<file path="src/rtl/alu_multicycle.sv">
`default_nettype none
// ============================================================================
// Module   : alu_multicycle
// Brief    : Registered EX-stage ALU with valid/ready input handshake,
//            iterative multiply/divide into HI/LO and MFHI/MFLO readback.
// Revision : 1.0
// ============================================================================
module alu_multicycle #(
    parameter int WIDTH = 32
) (
    input  logic                     clk,
    input  logic                     rst,
    input  logic                     in_valid,
    output logic                     in_ready,
    input  logic [WIDTH-1:0]         op1,
    input  logic [WIDTH-1:0]         op2,
    input  logic [$clog2(WIDTH)-1:0] shamt,
    input  logic [5:0]               selection,
    output logic                     out_valid,
    output logic [WIDTH-1:0]         result,
    output logic                     zero,
    output logic                     div_by_zero,
    output logic                     busy
);

    localparam int SHW  = $clog2(WIDTH);
    localparam int CNTW = SHW + 1;

    localparam logic [5:0] c_sel_sll   = 6'b000000;
    localparam logic [5:0] c_sel_srl   = 6'b000010;
    localparam logic [5:0] c_sel_sra   = 6'b000011;
    localparam logic [5:0] c_sel_mfhi  = 6'b010000;
    localparam logic [5:0] c_sel_mflo  = 6'b010010;
    localparam logic [5:0] c_sel_mult  = 6'b011000;
    localparam logic [5:0] c_sel_multu = 6'b011001;
    localparam logic [5:0] c_sel_div   = 6'b011010;
    localparam logic [5:0] c_sel_divu  = 6'b011011;
    localparam logic [5:0] c_sel_sub   = 6'b100010;
    localparam logic [5:0] c_sel_and   = 6'b100100;
    localparam logic [5:0] c_sel_or    = 6'b100101;
    localparam logic [5:0] c_sel_xor   = 6'b100110;
    localparam logic [5:0] c_sel_nor   = 6'b100111;
    localparam logic [5:0] c_sel_slt   = 6'b101010;
    localparam logic [5:0] c_sel_sltu  = 6'b101011;

    typedef enum logic [1:0] {
        S_IDLE = 2'd0,
        S_MUL  = 2'd1,
        S_DIV  = 2'd2,
        S_FIN  = 2'd3
    } state_t;

    state_t               r_state, w_state_nxt;
    logic [CNTW-1:0]      r_cnt;
    logic [2*WIDTH-1:0]   r_acc;
    logic [WIDTH-1:0]     r_div, r_a, r_hi, r_lo, r_result;
    logic                 r_neg_q, r_neg_r, r_is_div, r_dbz;
    logic                 r_zero, r_dbz_out, r_out_valid;

    logic                 w_accept, w_is_mul, w_is_div, w_signed;
    logic [WIDTH-1:0]     w_alu, w_mag1, w_mag2, w_fin_hi, w_fin_lo;
    logic [WIDTH:0]       w_madd, w_shift, w_trial;
    logic [2*WIDTH-1:0]   w_mul_next, w_div_next, w_prod;

    function automatic logic [WIDTH-1:0] f_mag(input logic [WIDTH-1:0] v, input logic s);
        return (s && v[WIDTH-1]) ? -v : v;
    endfunction

    assign in_ready    = (r_state == S_IDLE);
    assign busy        = !in_ready;
    assign out_valid   = r_out_valid;
    assign result      = r_result;
    assign zero        = r_zero;
    assign div_by_zero = r_dbz_out;

    assign w_accept = in_valid && in_ready;
    assign w_is_mul = (selection == c_sel_mult) || (selection == c_sel_multu);
    assign w_is_div = (selection == c_sel_div)  || (selection == c_sel_divu);
    assign w_signed = !selection[0];
    assign w_mag1   = f_mag(op1, w_signed);
    assign w_mag2   = f_mag(op2, w_signed);

    // Shift-add step: multiplier in low half, partial product grows in the high half.
    assign w_madd     = {1'b0, r_acc[2*WIDTH-1:WIDTH]} + (r_acc[0] ? {1'b0, r_div} : '0);
    assign w_mul_next = {w_madd, r_acc[WIDTH-1:1]};

    // Restoring step: remainder in high half, quotient bits shift into the low half.
    assign w_shift    = {r_acc[2*WIDTH-1:WIDTH], r_acc[WIDTH-1]};
    assign w_trial    = w_shift - {1'b0, r_div};
    assign w_div_next = w_trial[WIDTH] ? {w_shift[WIDTH-1:0], r_acc[WIDTH-2:0], 1'b0}
                                       : {w_trial[WIDTH-1:0], r_acc[WIDTH-2:0], 1'b1};

    assign w_prod = r_neg_q ? -r_acc : r_acc;

    always_comb begin
        w_fin_hi = w_prod[2*WIDTH-1:WIDTH];
        w_fin_lo = w_prod[WIDTH-1:0];
        if (r_dbz) begin
            w_fin_hi = r_a;
            w_fin_lo = '1;
        end else if (r_is_div) begin
            w_fin_hi = r_neg_r ? -r_acc[2*WIDTH-1:WIDTH] : r_acc[2*WIDTH-1:WIDTH];
            w_fin_lo = r_neg_q ? -r_acc[WIDTH-1:0] : r_acc[WIDTH-1:0];
        end
    end

    always_comb begin
        case (selection)
            c_sel_sub:  w_alu = op1 - op2;
            c_sel_and:  w_alu = op1 & op2;
            c_sel_or:   w_alu = op1 | op2;
            c_sel_xor:  w_alu = op1 ^ op2;
            c_sel_nor:  w_alu = ~(op1 | op2);
            c_sel_slt:  w_alu = {{(WIDTH-1){1'b0}}, ($signed(op1) < $signed(op2))};
            c_sel_sltu: w_alu = {{(WIDTH-1){1'b0}}, (op1 < op2)};
            c_sel_sll:  w_alu = op2 << shamt;
            c_sel_srl:  w_alu = op2 >> shamt;
            c_sel_sra:  w_alu = $unsigned($signed(op2) >>> shamt);
            c_sel_mfhi: w_alu = r_hi;
            c_sel_mflo: w_alu = r_lo;
            default:    w_alu = op1 + op2;
        endcase
    end

    always_ff @(posedge clk or posedge rst) begin
        if (rst) r_state <= S_IDLE;
        else     r_state <= w_state_nxt;
    end

    always_comb begin
        w_state_nxt = r_state;
        case (r_state)
            S_IDLE: begin
                if (w_accept && w_is_mul)      w_state_nxt = S_MUL;
                else if (w_accept && w_is_div) w_state_nxt = S_DIV;
            end
            S_MUL:   if (r_cnt == CNTW'(1)) w_state_nxt = S_FIN;
            S_DIV:   if (r_dbz || (r_cnt == CNTW'(1))) w_state_nxt = S_FIN;
            S_FIN:   w_state_nxt = S_IDLE;
            default: w_state_nxt = S_IDLE;
        endcase
    end

    always_ff @(posedge clk or posedge rst) begin
        if (rst) begin
            r_cnt       <= '0;
            r_acc       <= '0;
            r_div       <= '0;
            r_a         <= '0;
            r_neg_q     <= 1'b0;
            r_neg_r     <= 1'b0;
            r_is_div    <= 1'b0;
            r_dbz       <= 1'b0;
            r_hi        <= '0;
            r_lo        <= '0;
            r_result    <= '0;
            r_zero      <= 1'b1;
            r_dbz_out   <= 1'b0;
            r_out_valid <= 1'b0;
        end else begin
            r_out_valid <= 1'b0;
            case (r_state)
                S_IDLE: begin
                    if (w_accept && (w_is_mul || w_is_div)) begin
                        r_cnt    <= CNTW'(WIDTH);
                        r_a      <= op1;
                        r_is_div <= w_is_div;
                        r_dbz    <= w_is_div && (op2 == '0);
                        r_neg_q  <= w_signed && (op1[WIDTH-1] ^ op2[WIDTH-1]);
                        r_neg_r  <= w_signed && op1[WIDTH-1];
                        r_acc    <= {{WIDTH{1'b0}}, (w_is_div ? w_mag1 : w_mag2)};
                        r_div    <= w_is_div ? w_mag2 : w_mag1;
                    end else if (w_accept) begin
                        r_result    <= w_alu;
                        r_zero      <= (w_alu == '0);
                        r_dbz_out   <= 1'b0;
                        r_out_valid <= 1'b1;
                    end
                end
                S_MUL: begin
                    r_acc <= w_mul_next;
                    r_cnt <= r_cnt - CNTW'(1);
                end
                S_DIV: begin
                    if (!r_dbz) begin
                        r_acc <= w_div_next;
                        r_cnt <= r_cnt - CNTW'(1);
                    end
                end
                S_FIN: begin
                    r_hi        <= w_fin_hi;
                    r_lo        <= w_fin_lo;
                    r_result    <= w_fin_lo;
                    r_zero      <= (w_fin_lo == '0);
                    r_dbz_out   <= r_dbz;
                    r_out_valid <= 1'b1;
                end
                default: ;
            endcase
        end
    end

endmodule
`default_nettype wire

</file>
<file path="config.mk">
export PLATFORM = sky130hd
export DESIGN_NAME = alu_multicycle
export DESIGN_NICKNAME = d
export VERILOG_FILES = /design/src/rtl/alu_multicycle.sv
export SDC_FILE = /design/constraint.sdc
export NUM_CORES = 2
export LEC_CHECK = 0
export ABC_CLOCK_PERIOD_IN_PS = 10270
export CORE_UTILIZATION = 64
export DETAILED_ROUTE_END_ITERATION = 6
export PLACE_DENSITY_LB_ADDON = 0.3
export SYNTH_ARGS = -nofsm -noshare
export SYNTH_HDL_FRONTEND = slang
export SYNTH_SLANG_ARGS = --single-unit
</file>
<file path="constraint.sdc">
create_clock -name clk -period 10.27 [get_ports clk]
set_input_delay 1.5405 -clock clk [delete_from_list [all_inputs] [get_ports clk]]
set_output_delay 1.5405 -clock clk [all_outputs]
set_load 0.005 [all_outputs]
</file>
---- After elaboration in Yosys (flattened, before gate mapping) ----
Index checks and enable logic that the tools add are counted.
Widths: inputs -> output; s select.
word-level totals
  register bits after elaboration ......... 239
  bits of input ports ..................... 78
  word-level logic and storage cells ...... 123
operators by class
  add/subtract/negate cells ............... 10
  magnitude comparators ................... 2
  equality and inequality tests ........... 26
  shift operators ......................... 3
  multiplexer cells ....................... 37
  bitwise operators ....................... 5
  reduce and logical (&&, ||, !) cells .... 25
operators by type and width
  kind                count
  $mux 32             13
  $pmux 32 s12        1
  $mux 64             4
  $pmux 64 s3         1
  $neg 32->32         4
  $logic_not 32->1    3
  $lt 32x32->1        2
  $neg 64->64         1
  $pmux 32 s2         1
  $eq 6x6->1 const B  7
  $eq 6x5->1 const B  6
  $add 32x32->33      1
  $sub 33x32->33      1
  $add 32x32->32      1
  $and 32x32->32      1
  $not 32->32         1
  $or 32x32->32       1
  $shl 32x5->32       1
  $shr 32x5->32       1
  $sshr 32x5->32      1
  $sub 32x32->32      1
  $xor 32x32->32      1
  $pmux 6 s3          1
  $eq 6x2->1 const B  2
  22 further kinds    51

---- Longest topological paths before layout ----
  depth in word-level cells ............... 7
  mapped depth ............................ 18
  mapped depth without buffers ............ 16

---- Worst setup path before layout ----
Ideal clock, no wire load.
  path kind ............................... input to register
  from .................................... input op2[4]
  to ...................................... register r_zero (netlist: zero)
  data arrival time ....................... 5229 ps
  data required time ...................... 10189 ps
  path slack .............................. 4959 ps
  cell stages on the path ................. 17
  buffers on the path ..................... 3
  path through ............................ clkbuf_1 inv_1 ha_1 clkbuf_1 a21o_1 nand2_1 and3b_1 or4_1 clkbuf_1 a21bo_2 a2111oi_2 or2_2 o32ai_1 a2111o_1 nor4_1 nand4_1 o211ai_1
between the ends
  word-level cells in the longest chain between the ends .. 7
  elaborated cells between the ends (all ways) .. 16
  classes of those cells .................. add/sub: 2; order compare: 2; shift: 3; mux: 4; bitwise: 4; reduce/logical: 1
ends and longest elaborated chain
  item                                                    line  RTL
  from (decl)                                             16    input logic [WIDTH-1:0] op2,
  branches (longest 2 deep; another with $add 32x32->32)  --
  $pmux 32 s12 (*)                                        108   case (selection)
  $logic_not 32->1 (*)                                    175   r_zero <= (w_alu == '0);
  $mux 1 (*)                                              173   end else if (w_accept) begin
  $mux 1 (*)                                              164   if (w_accept && (w_is_mul || w_is_div)) begin
  $pmux 1 s2 (*)                                          162   case (r_state)
  to (signal assigned)                                    175
  to (signal assigned)                                    194   r_zero <= (w_fin_lo == '0);
  to (decl)                                               58    logic r_zero, r_dbz_out, r_out_valid;
Every way passes the cells marked *. The select of a mux whose other input is x is not followed.
A chain may end at the register's enable or synchronous reset.

---- Worst setup path after layout ----
  from .................................... input op2[11]
  to ...................................... register r_zero (netlist: zero)
Same word-level chain as after synthesis.

==> reports/results.ini <==
[power_and_ir_drop]
power_density_nw_per_um2=207
max-vdd-ir-drop_uv=370
leakage_uw=0.0123

[timing]
slew_violations=0
tns_ns=0
hold_violations=0
min_period_ns=6.82
post-route-period-util=0.664
fmax_mhz=147
slew-limit-headroom=0.0874
clock_skew_ns=0.0150
rsz0062_at_grt=false
finalSetupViolCount=0
worst_slack_ns=3.45
worstMarginPinSlew_ns=1.35

[critical_path]
regToRegEndpoint=r_acc[63]
critPathMaxFanout=16
start_kind=primary input
criticalPathCategory=in -> reg
crit_start=op2[11]
worstReg2RegStart=r_acc[0]
rr_worst_depth=16
end_kind=flip-flop
crit_buf_inv=2
crit_arrival_ns=7.29
cp_data_required_time_ns=10.75
slowest_stage=a2111oi_0
path_delay_family=compound AO/OA/AOI/OAI gates
rrSetupSlack_ns=4.28
slowest_delay_ns=1.00
crit_chain=clkdlybuf4s50_1 > inv_1 > ha_1 > nor3_2 > o21ai_0 > a2111oi_0 > a2111oi_0 > nor3_1 > a21boi_1 > nand2b_1 > a221oi_1 > o211ai_1 > nor4_1 > nand4_1 > o211ai_1

[worst_hold_path]
hold_path_startpoint=result[30]
hold_end=result[30]
min_path_cells=2
hold_class=reg -> reg

[synthesis]
yosysSeqAreaShare=0.216
synth-warning-count=0
synth_edf_count=0
synth.cell_area_um2=27700
yosysTopAreaCell=dfrtp_1
syn_avg_cell_area_um2=7.73
ys_ff_latch=239
yosys-top-cells-area=dfrtp_1 22%, ha_1 7.7%, o21ai_0 6.3%
syn-instance-count=3582
async_reset_ff_frac=1.00
synth_top_area_frac=0.215
ys.flop_type=dfrtp_1
synth_cell_types=92
syn_nets=3835

[finish]
final_common_cell=nand2_1
nNetsFinal=3763
drive_gt1_frac=0.0765
n_antenna_cell=0
fill_cells=3247
layout-area-overhead-vs-synth_pct=8.04
layout_common_cells=408 x nand2_1, 347 x o21ai_0, 326 x nor2_1

[run_status]
violations=design-rule violations
outcome=finished, violations left

[global_routing]
grt_antenna_before_repair=9
grt_pass1_vias=29100
grt_max_degree=118
overflow=0
use_met1=0.691
grt_usage=0.547
grt_busiest_layer=met2
grtUsageMet3=0.197
grt_pass1_wl_um=182000
grtUsageMet2=0.785

[drt]
vias_per_cell=7.71
drc=66
vias=31600
wl_um=123000
first_pass_iters=7
drt-wirelength-per-cell_um=30.0
first_iter_violations=6273
ant_nets=0

[flow_run]
maxCapViolCount=0

[floorplan]
die_area_um2=44100
coreArea_um2=42300
die_w_um=210
dieHeight_um=210
initial_core_util=0.654
num_io_pins=115
rows=75

[placement]
dp_hpwl_um=91300
gp_congestion=1.17
io_buffers=114
post-place-ws_ns=3.33

[cts]
clkTransAtPathRegs_ns=0.07
clockBufferDepth=3
cts.sinks=239
cts_resized=0
postCtsHoldBufs=0
tritoncts=built
root_buffer=clkbuf_16
clk_latency_ns=0.55
h-tree-depth=1
postCtsSetupBuffers=0
cts_inserted_buffers=25

[where the power goes]
part	internal [µW]	switching (µW)	total [µW]
registers	1290	373	1660
logic	1250	2260	3510
clock network	592	429	1020
[final cells by class]
cell class,instances,area [µm²],area share
well taps,577,722,0.0241
multi-input cells,2903,20100,0.672
clock buffers,27,653,0.0218
inverters,167,634,0.0212
clock inverters,18,246,0.00824
repair buffers,174,1570,0.0524
flip-flops and latches,239,5980,0.200
[metrics by stage]
step / std cells / total power [µW] / hold WS, ns / utilization / area, µm²
after floorplan: 3582 / 3800 / 0.445 / - / 27700
after global placement: 4060 / 4750 / 0.454 / 0.686 / 29000
after detailed placement: 4060 / 4930 / 0.469 / 0.686 / 29000
after CTS: 4105 / 5970 / 0.485 / 0.707 / 29900
after global routing: 4105 / 6430 / 0.497 / 0.707 / 29900
final: 4105 / 6190 / 0.483 / 0.707 / 29900
[routing by layer]
metal | share of wire | up-vias
met5 | 0.0021 | -
met4 | 0.090 | 16
met3 | 0.16 | 773
met2 | 0.40 | 2981
met1 | 0.35 | 14900
li1 | - | 13000
[logic make-up after synthesis]
group                      Yosys count  synth area share
AOI/OAI and AO/OA                 1159             0.277
xor gates and xnor gates           211            0.0667
adders and majority gates          175            0.0802
buffers and inverters              440            0.0609
DFF                                239             0.216
muxes                              223             0.111
and+or+nand+nor                   1135             0.188
[sequential cells by signal (all words and copies together) (netlist names)]
name / cells
result: 32
r_dbz: 1
zero: 1
div_by_zero: 1
r_cnt: 6
r_neg_q: 1
r_is_div: 1
r_neg_r: 1
r_state: 2
out_valid: 1
r_hi: 32
r_a: 32
r_lo: 32
r_div: 32
r_acc: 64
[worst reg2reg max path: cells and delay by family (launching register included)]
| kind | cells | cell delay [ns] |
|---|---|---|
| buffers and inverters | 2 | 0.83 |
| AND/OR/NAND/NOR | 2 | 0.25 |
| AO/OA/AOI/OAI | 11 | 4.00 |
| adder cells (fa/ha/maj) | 1 | 0.31 |
| flip-flops | 1 | 0.43 |
[cells in the mapped netlist (40+ instances only)]
cell and instances:
xnor2_1 168, a211oi_1 43, o21ai_0 347, mux2i_1 113, nand2_1 410, mux4_2 63, o31ai_1 44, mux2_2 47
a21o_1 40, o211ai_1 48, a21oi_1 218, a22oi_1 46, xor2_1 43, ha_1 171, nand3_1 72, a221o_1 41
dfrtp_1 238, a31oi_1 48, nor2_1 328, nor3_1 62, inv_1 163, clkbuf_1 218
[worst max path at each step]
stage             endpoint  slack, ns  cells past startpoint
2_1_floorplan  div_by_zero       2.17                      1
3_3_place_gp          zero       3.38                     14
3_5_place_dp          zero       3.33                     15
4_1_cts               zero       3.87                     15
5_1_grt               zero       3.10                     15
6_report              zero       3.45                     15
Power figures use the tool's default switching activity.
